$ cat src/rtl/delay_line_param.sv
// delay_line_param
// ----------------
// Runtime-programmable delay line used to line up data paths in the CORDIC
// FFT pipeline (e.g. twiddle/data skew between butterfly stages).
//
// A sample accepted on an enabled edge appears on o_data/o_valid exactly D
// enabled edges later (the D-th edge inclusive), where D is the depth in
// effect. Disabled cycles (i_en=0) freeze the whole line, including outputs
// and the fill counter.
//
// Optional feature: define DELAY_LINE_FLUSH_EN to add the synchronous
// i_flush input, which empties the line and restarts the fill count.
//
// Parameters:
//   WIDTH       data word width
//   MAX_DEPTH   largest selectable delay (>= 2)
//   DEPTH_W     width of depth ports (2**DEPTH_W > MAX_DEPTH)
//   RESET_DEPTH delay in effect after reset (1..MAX_DEPTH)
//
// Ports:
//   i_clk        clock, rising edge
//   i_reset      asynchronous active-high reset
//   i_en         advance enable (0 = hold everything)
//   i_flush      synchronous flush (only with DELAY_LINE_FLUSH_EN)
//   i_valid      valid tag travelling with i_data
//   i_data       input sample
//   i_depth      new delay value, clamped to 1..MAX_DEPTH when loaded
//   i_depth_load load strobe for i_depth, honoured regardless of i_en
//   o_data       delayed sample (registered)
//   o_valid      delayed valid tag (registered)
//   o_depth      depth currently in effect
//   o_primed     high once D enabled shifts completed since reset/load/flush
//
// Handshake: there is no back-pressure. i_valid is a tag, not a request;
// every enabled edge consumes one {i_valid, i_data} pair and produces one
// {o_valid, o_data} pair. Consumers qualify output with o_valid/o_primed.

module delay_line_param #(
  parameter int WIDTH       = 32,
  parameter int MAX_DEPTH   = 32,
  parameter int DEPTH_W     = 6,
  parameter int RESET_DEPTH = 23
) (
  input  logic               i_clk,
  input  logic               i_reset,
  input  logic               i_en,
`ifdef DELAY_LINE_FLUSH_EN
  input  logic               i_flush,
`endif
  input  logic               i_valid,
  input  logic [WIDTH-1:0]   i_data,
  input  logic [DEPTH_W-1:0] i_depth,
  input  logic               i_depth_load,
  output logic [WIDTH-1:0]   o_data,
  output logic               o_valid,
  output logic [DEPTH_W-1:0] o_depth,
  output logic               o_primed
);

  // Elaboration-time parameter sanity checks.
  if (MAX_DEPTH < 2) begin : g_bad_max_depth
    $error("delay_line_param: MAX_DEPTH must be >= 2");
  end
  if ((64'd1 << DEPTH_W) <= 64'(MAX_DEPTH)) begin : g_bad_depth_w
    $error("delay_line_param: DEPTH_W too narrow for MAX_DEPTH");
  end
  if (RESET_DEPTH < 1 || RESET_DEPTH > MAX_DEPTH) begin : g_bad_reset_depth
    $error("delay_line_param: RESET_DEPTH out of range");
  end

  localparam logic [DEPTH_W-1:0] MAX_D   = DEPTH_W'(MAX_DEPTH);
  localparam logic [DEPTH_W-1:0] RESET_D = DEPTH_W'(RESET_DEPTH);
  localparam logic [DEPTH_W-1:0] ONE_D   = DEPTH_W'(1);

  // Fill tracking FSM: FILL counts enabled edges up to D, PRIMED saturates.
  typedef enum logic {
    ST_FILL   = 1'b0,
    ST_PRIMED = 1'b1
  } state_t;

  state_t state_q, state_d;

  logic [WIDTH-1:0]   stage_data_q  [1:MAX_DEPTH-1];
  logic [WIDTH-1:0]   stage_data_d  [1:MAX_DEPTH-1];
  logic               stage_valid_q [1:MAX_DEPTH-1];
  logic               stage_valid_d [1:MAX_DEPTH-1];

  logic [WIDTH-1:0]   out_data_q, out_data_d;
  logic               out_valid_q, out_valid_d;
  logic [DEPTH_W-1:0] depth_q, depth_d;
  logic [DEPTH_W-1:0] cnt_q, cnt_d;

  logic [WIDTH-1:0]   tap_data;
  logic               tap_valid;
  logic               flush;

`ifdef DELAY_LINE_FLUSH_EN
  assign flush = i_flush;
`else
  assign flush = 1'b0;
`endif

  // Output tap for the depth currently in effect. D=1 bypasses the stages;
  // otherwise stage[D-1] feeds the output register so the total is D edges.
  always_comb begin
    tap_data  = i_data;
    tap_valid = i_valid;
    for (int k = 1; k < MAX_DEPTH; k++) begin
      if (depth_q == DEPTH_W'(k + 1)) begin
        tap_data  = stage_data_q[k];
        tap_valid = stage_valid_q[k];
      end
    end
  end

  // Datapath next-state: flush beats enable; enable shifts the whole line.
  always_comb begin
    stage_data_d  = stage_data_q;
    stage_valid_d = stage_valid_q;
    out_data_d    = out_data_q;
    out_valid_d   = out_valid_q;

    if (flush) begin
      for (int k = 1; k < MAX_DEPTH; k++) begin
        stage_data_d[k]  = '0;
        stage_valid_d[k] = 1'b0;
      end
      out_data_d  = '0;
      out_valid_d = 1'b0;
    end else if (i_en) begin
      stage_data_d[1]  = i_data;
      stage_valid_d[1] = i_valid;
      for (int k = 2; k < MAX_DEPTH; k++) begin
        stage_data_d[k]  = stage_data_q[k-1];
        stage_valid_d[k] = stage_valid_q[k-1];
      end
      out_data_d  = tap_data;
      out_valid_d = tap_valid;
    end
  end

  // Depth register with clamping into 1..MAX_DEPTH. The tap above reads
  // depth_q, so a shift on the load edge still uses the old depth.
  always_comb begin
    depth_d = depth_q;
    if (i_depth_load) begin
      if (i_depth == '0) begin
        depth_d = ONE_D;
      end else if (i_depth > MAX_D) begin
        depth_d = MAX_D;
      end else begin
        depth_d = i_depth;
      end
    end
  end

  // Fill FSM next-state. A load or flush restarts counting from zero and the
  // shift on that edge is deliberately not counted.
  always_comb begin
    state_d = state_q;
    cnt_d   = cnt_q;
    if (i_depth_load || flush) begin
      state_d = ST_FILL;
      cnt_d   = '0;
    end else if (i_en) begin
      case (state_q)
        ST_FILL: begin
          cnt_d = cnt_q + ONE_D;
          if ((cnt_q + ONE_D) == depth_q) begin
            state_d = ST_PRIMED;
          end
        end
        ST_PRIMED: begin
          cnt_d = cnt_q;
        end
        default: begin
          state_d = ST_FILL;
          cnt_d   = '0;
        end
      endcase
    end
  end

  always_ff @(posedge i_clk or posedge i_reset) begin
    if (i_reset) begin
      for (int k = 1; k < MAX_DEPTH; k++) begin
        stage_data_q[k]  <= '0;
        stage_valid_q[k] <= 1'b0;
      end
      out_data_q  <= '0;
      out_valid_q <= 1'b0;
      depth_q     <= RESET_D;
      cnt_q       <= '0;
      state_q     <= ST_FILL;
    end else begin
      stage_data_q  <= stage_data_d;
      stage_valid_q <= stage_valid_d;
      out_data_q    <= out_data_d;
      out_valid_q   <= out_valid_d;
      depth_q       <= depth_d;
      cnt_q         <= cnt_d;
      state_q       <= state_d;
    end
  end

  assign o_data   = out_data_q;
  assign o_valid  = out_valid_q;
  assign o_depth  = depth_q;
  assign o_primed = (state_q == ST_PRIMED);

endmodule
$ cat config.mk
export PLATFORM = sky130hd
export DESIGN_NAME = delay_line_param
export DESIGN_NICKNAME = d
export VERILOG_FILES = /design/src/rtl/delay_line_param.sv
export SDC_FILE = /design/constraint.sdc
export NUM_CORES = 2
export LEC_CHECK = 0
export ABC_AREA = 1
export CORE_AREA = 2 2 442 356
export DETAILED_ROUTE_END_ITERATION = 10
export DIE_AREA = 0 0 444 358
export PLACE_DENSITY = 0.54
export SLEW_MARGIN = 20
export SYNTH_ARGS = -nofsm -noshare
export SYNTH_HDL_FRONTEND = slang
export SYNTH_SLANG_ARGS = --single-unit
$ cat constraint.sdc
create_clock -name i_clk -period 44.1 [get_ports i_clk]
set_input_delay 11.025 -clock i_clk [delete_from_list [all_inputs] [get_ports i_clk]]
set_output_delay 11.025 -clock i_clk [all_outputs]
set_load 0.02 [all_outputs]
# After elaboration in Yosys (flattened, before gate mapping)
# Index checks and enable logic that the tools add are counted.
# classes
n_addsub	1
n_lt_le_gt_ge	1
eq_ne	33
mux	71
n_reduce_logical	3
# op_table
op	count
32-bit 2-to-1 mux	31
6-bit by 5-bit == test with 1-bit output, second input constant	16
6-bit by 4-bit == test with 1-bit output, second input constant	8
1-bit 2-to-1 mux	35
6-bit 2-to-1 mux	5
6-bit by 3-bit == test with 1-bit output, second input constant	4
6-bit by 2-bit == test with 1-bit output, second input constant	2
6-bit by 1-bit adder with 6-bit output, second input constant	1
6-bit == test	1
6-bit == test, second input constant	1
6-bit greater-than comparator, second input constant	1
6-bit logical NOT	1
2-bit != test, second input constant	1
2-bit AND reduction	1
2-bit nonzero test	1
# word_totals
regBits	1069
input_bits	43
out_inout_bits	40
wordCells	176

# Depth between registers and ports, before layout
# logic_depth
ltp_word	32
depth_mapped	41

# Least setup slack after synthesis
# OpenSTA, ideal clock, no wires.
# synth_path
path_type	input -> register
from	input i_data[28]
to	register out_data_q[28], in the netlist o_data[28]
setup_ps	117
arrival_time_ps	12990
path_slack_ps	30994
cell_stages	36
path_cell_list	nand2_1 > o21ai_0 > nand2_1 > nand3_1 > o211ai_1 > o21ai_1 > o21ai_1 > o211ai_1 > o211ai_1 > nand3_1 > nand2_1 > nand2_1 > nand2_1 > nand2_1 > nand2_1 > nand2_1 > nand2_1 > nand2_1 > nand2_1 > nand2_1 > nand2_1 > nand2_1 > nand3_1 > nand3_1 > nand2_1 > nand2_1 > nand3_1 > nand3_1 > nand3_1 > nand3_1 > nand2_1 > nand2_1 > nand2_1 > nand2_1 > nand2_1 > nand2_1
# synth_between
elab_chain_len	31
# synth_lines
item	line_no	source
start: declaration	51	input logic [WIDTH-1:0] i_data,
32-bit 2-to-1 mux (31 in a row)	109	if (depth_q == DEPTH_W'(k + 1)) begin
end signal: assignment	198	out_data_q <= out_data_d;
end: declaration	88	logic [WIDTH-1:0] out_data_q, out_data_d;
# No other way between the ends.
# A chain may end at the register's enable or synchronous reset.

==> metrics list <==
- The flow ran to the end, and the final reports show no timing, DRC or antenna violations.
- The synthesized design contains 1069 register bits.
- Summed over all failing endpoints, the final setup total negative slack is 0 ns.
- Total track usage: 0.184
* Most prevalent standard cell on the critical path: sky130_fd_sc_hd__buf_4
* Die Area: 159000 um^2
- In this run the horizontal extent of the chip is 444 um.
* Root buf cell: sky130_fd_sc_hd__clkbuf_16
* PnR Total Power: 2530 uW
* Share of total power consumed by net switching: 0.301
- The number of antenna violations at the first check in global routing came to 3.
* Power Internal: 1770 uW
- Leakage power: 0.0260 uW
- Of the post-synthesis cell area, the dominant cell type holds 0.526.
* Number of nets at the end of the flow: 6529
- The startpoint identified for the worst hold timing path is stage_data_q[152].
- Once detailed placement completed, the half-perimeter wirelength came to 90200 um.
- Once layout is complete, the utilization of the core stands at 0.367.
* Master of the slowest instance on the critical path: sky130_fd_sc_hd__buf_4
- Port buffering added 82 buffers.
- DIE HEIGHT: 358 um
- Synthesis warning total: 0
* Arrival time at the worst endpoint: 17.15 ns
- Subtracting the final worst setup slack from the clock period gives 16.42 ns.
- The count of nets left with antenna violations once routing finished came out at 0.
- Counting cells, the worst reg-to-reg path comes to 38.
* WS Path Type: primary input to async pin
* Most frequently used flop master after synthesis: sky130_fd_sc_hd__dfrtp_1
- Period Utilization, post-route: 0.372
* Fraction of layout cells with a size suffix above 1: 0.0463
- End of the critical path: stage_data_q[899]
* Synth cell types: 37
- Worst Max-Slew Pin Slew: 1.08 ns
- In this run the worst hold path is classified as flip-flop to flip-flop.
* Net Switching: 762 uW
* Yosys top cell by area: sky130_fd_sc_hd__dfrtp_1
- Relative to the synthesized area, the layout overhead comes to 11.5%.
- After clock tree synthesis, the clock-pin slew on the worst setup and hold paths is 0.06 ns.
- For this design the ratio of total power to cell area is 44.8 nW/um^2.
- Synthesis handed over a netlist of 6636 instances.
- Max-slew violation count: 0
- Yosys instantiated no cell more often than sky130_fd_sc_hd__nand2_1.
* Final wirelength: 145000 um
- Routability-driven placement finished with a final weighted congestion of 0.791.
- STA puts the critical path data required time at 44.83 ns.
* Final setup violation count: 0
* Number of antenna cells inserted: 0
- Synthesis produced a netlist with a net count of 6680.
* CP bufs+invs: 8
- Broken down by cell family, the worst path's largest delay share belongs to buffers and inverters.
- The worst register-to-register path ends at o_data[22].
- Register area: 26800 um^2
* DRT iter0 DRCs: 4098
- Routed wire length per instance: 16.9 um
- The number of global-route vias before repair came to 39794.
- The most critical setup path has its startpoint at i_reset.
- Reg-to-reg critical path startpoint: o_depth[1]
* Seq pwr share: 0.483
- Number of buffers inserted during clock tree synthesis: 106
- Global-route congestion overflow total: 0
- 83 I/O pins were placed.
- Crit-path max FO: 162
- Placed Cells: 8405
- Setup Skew: 0.0146 ns
- Wire length of the first global-routing pass: 235000 um
* Number of hold buffers added after cts: 0
* Setup repair after global routing missed its margin: false
- In this run the post-CTS setup repair buffer count came out at 0.
- Averaged over all synthesized cells, the footprint is 7.63 um^2.
* Proportion of power drawn by the clock network: 0.363
* Highest cell delay on the worst timing path: 0.85 ns
- Relative contribution of combinational cells to total power: 0.154
* Peak supply drop: 0.0290 mV
* Starting Density: 0.329
- The number of gates resized after CTS was 0.
- The critical path goes through clkdlybuf4s50_1 > inv_8 > buf_12 > buf_4 > buf_4 > buf_4 > buf_4 > buf_4.
- Placement row count: 129
- For flop-to-flop paths, the worst setup slack is 38.35 ns.
- The worst path meets setup with 27.68 ns of slack.
- The later pin in the worst-skew pair is clocked with a latency of 0.73 ns.
- TritonCTS built the clock tree.
- The floorplan step defined a core boundary enclosing 154000 um^2.
- Sorting the synthesized cells by area gives the leading types as sky130_fd_sc_hd__dfrtp_1 (53%), sky130_fd_sc_hd__nand2_1 (16%), sky130_fd_sc_hd__o21ai_0 (12%), sky130_fd_sc_hd__inv_1 (6.1%), sky130_fd_sc_hd__nand3_1 (4.4%).
- The final count of hold timing violations came to 0.
- Across all layers, the routed design uses 41499 vias.
- In the routed design, unresolved DRC markers number 0.
- Summing all multi-input logic gate instances after layout gives 19000 um^2.
- Count of flip-flops with a built-in enable after synthesis: 0
* Max frequency: 60.9 MHz
- OpenSTA, run right after detailed placement, puts the worst setup slack at 26.43 ns.
- Asr flop ratio synth: 1.00
- Kind of launch point of the worst setup path: primary input
- The worst setup path is captured at an async pin.
- Reported max-cap violation count: 0
* Drt via density: 4.83
- Tightest slew margin relative to the limit: 0.279
* Final Instance Count excl. Fillers: 8592
* Largest net degree at the start of global routing: 243
* Total of fill cells in the finished design: 16010
- CTS built an H-tree with a depth of 3.
* TritonRoute pass-1 iters: 5
- Cell count along the critical path: 8
- Post-Syn Area: 50700 um^2
- For this run, the register share of the synthesized area comes to 0.528.
- Ranked by instance count, the synthesized netlist is headed by sky130_fd_sc_hd__nand2_1 (2189), sky130_fd_sc_hd__o21ai_0 (1212), sky130_fd_sc_hd__dfrtp_1 (1065).
- Clock Path Buffers: 3
- The clock drives 1069 sinks.
worst min path at each step:
stage	endpoint	slack, ns	cells after the start
2_1_floorplan	stage_data_q[0]	0.45	2
3_3_place_gp	stage_data_q[812]	0.46	2
3_5_place_dp	stage_data_q[652]	0.46	2
4_1_cts	stage_data_q[120]	0.47	2
5_1_grt	stage_data_q[280]	0.50	2
6_report	stage_data_q[120]	0.47	2
cells in the final DEF (no fill, tap or decap), types with 2 or more instances in the layout:
cell	n
sky130_fd_sc_hd__a21oi_1	271
sky130_fd_sc_hd__buf_12	3
sky130_fd_sc_hd__buf_16	2
sky130_fd_sc_hd__buf_4	79
sky130_fd_sc_hd__bufinv_16	4
sky130_fd_sc_hd__clkbuf_1	25
sky130_fd_sc_hd__clkbuf_16	106
sky130_fd_sc_hd__clkbuf_8	29
sky130_fd_sc_hd__clkdlybuf4s50_1	81
sky130_fd_sc_hd__clkinv_1	12
sky130_fd_sc_hd__clkinv_2	14
sky130_fd_sc_hd__clkinv_8	4
sky130_fd_sc_hd__dfrtp_1	1065
sky130_fd_sc_hd__dfstp_2	4
sky130_fd_sc_hd__inv_1	821
sky130_fd_sc_hd__inv_2	15
sky130_fd_sc_hd__inv_8	2
sky130_fd_sc_hd__nand2_1	2188
sky130_fd_sc_hd__nand2_2	3
sky130_fd_sc_hd__nand3_1	450
sky130_fd_sc_hd__nand4_1	3
sky130_fd_sc_hd__nor2_1	29
sky130_fd_sc_hd__nor2_2	11
sky130_fd_sc_hd__nor2_4	12
sky130_fd_sc_hd__nor3_2	2
sky130_fd_sc_hd__o211ai_1	35
sky130_fd_sc_hd__o211ai_2	4
sky130_fd_sc_hd__o21ai_0	1212
sky130_fd_sc_hd__o21ai_1	44
sky130_fd_sc_hd__o22ai_1	7
sky130_fd_sc_hd__or2_2	2
sky130_fd_sc_hd__xor2_1	6
power by group through the flow:
| stage | clock, uW | combinational (uW) | sequential (uW) |
|---|---|---|---|
| 5_1_grt | 981 | 456 | 1240 |
| 3_5_place_dp | 0 | 393 | 1240 |
| 6_report | 919 | 390 | 1220 |
| 2_1_floorplan | 0 | 257 | 1230 |
| 3_3_place_gp | 0 | 387 | 1240 |
| 4_1_cts | 941 | 395 | 1220 |
tightest hold or removal path: cells and delay by family (launching register included):
kind               cells  cell delay (ns)
DFF                    1             0.34
and+or+nand+nor        1             0.05
AOI/OAI and AO/OA      1             0.06
routing by layer:
layer | share of wire | vias to the layer above | GRT usage
met5 | 0 | - | 0
met4 | 0.017 | 0 | 0.0380
met3 | 0.046 | 161 | 0.0253
met2 | 0.43 | 809 | 0.277
met1 | 0.51 | 19880 | 0.280
li1 | - | 20649 | -
cell type report:
class / instances / area share
tap: 2030 / 0.0449
timing repair buffer: 167 / 0.0273
sequential: 1069 / 0.473
inverter: 851 / 0.0568
clock inverter: 25 / 0.00556
multi-input combinational: 4290 / 0.336
clock buffer: 160 / 0.0557
kinds of logic (layout without fill, tap and decap cells):
logic type / count (synthesis) / after routing / share of synthesized area
simple gates: 2703 / 2703 / 0.213
compound gates: 1579 / 1579 / 0.159
buf+inv: 1277 / 1203 / 0.0984
flops: 1069 / 1069 / 0.528
xor+xnor: 7 / 7 / 0.00121
fa+ha+maj: 1 / 1 / 0.000247
sequential cells by signal, indices dropped and copies added, names as in the netlist:
name,flops
o_primed,1
o_valid,1
cnt_q,6
stage_valid_q,31
o_data,32
o_depth,6
stage_data_q,992
per-stage QoR:
| step | hold WS (ns) | instance area, um^2 |
|---|---|---|
| 2_1_floorplan | 0.453 | 50700 |
| 3_3_place_gp | 0.459 | 53000 |
| 3_5_place_dp | 0.465 | 53000 |
| 4_1_cts | 0.473 | 56500 |
| 5_1_grt | 0.500 | 56500 |
| 6_report | 0.475 | 56500 |
Power figures use the tool's default switching activity.
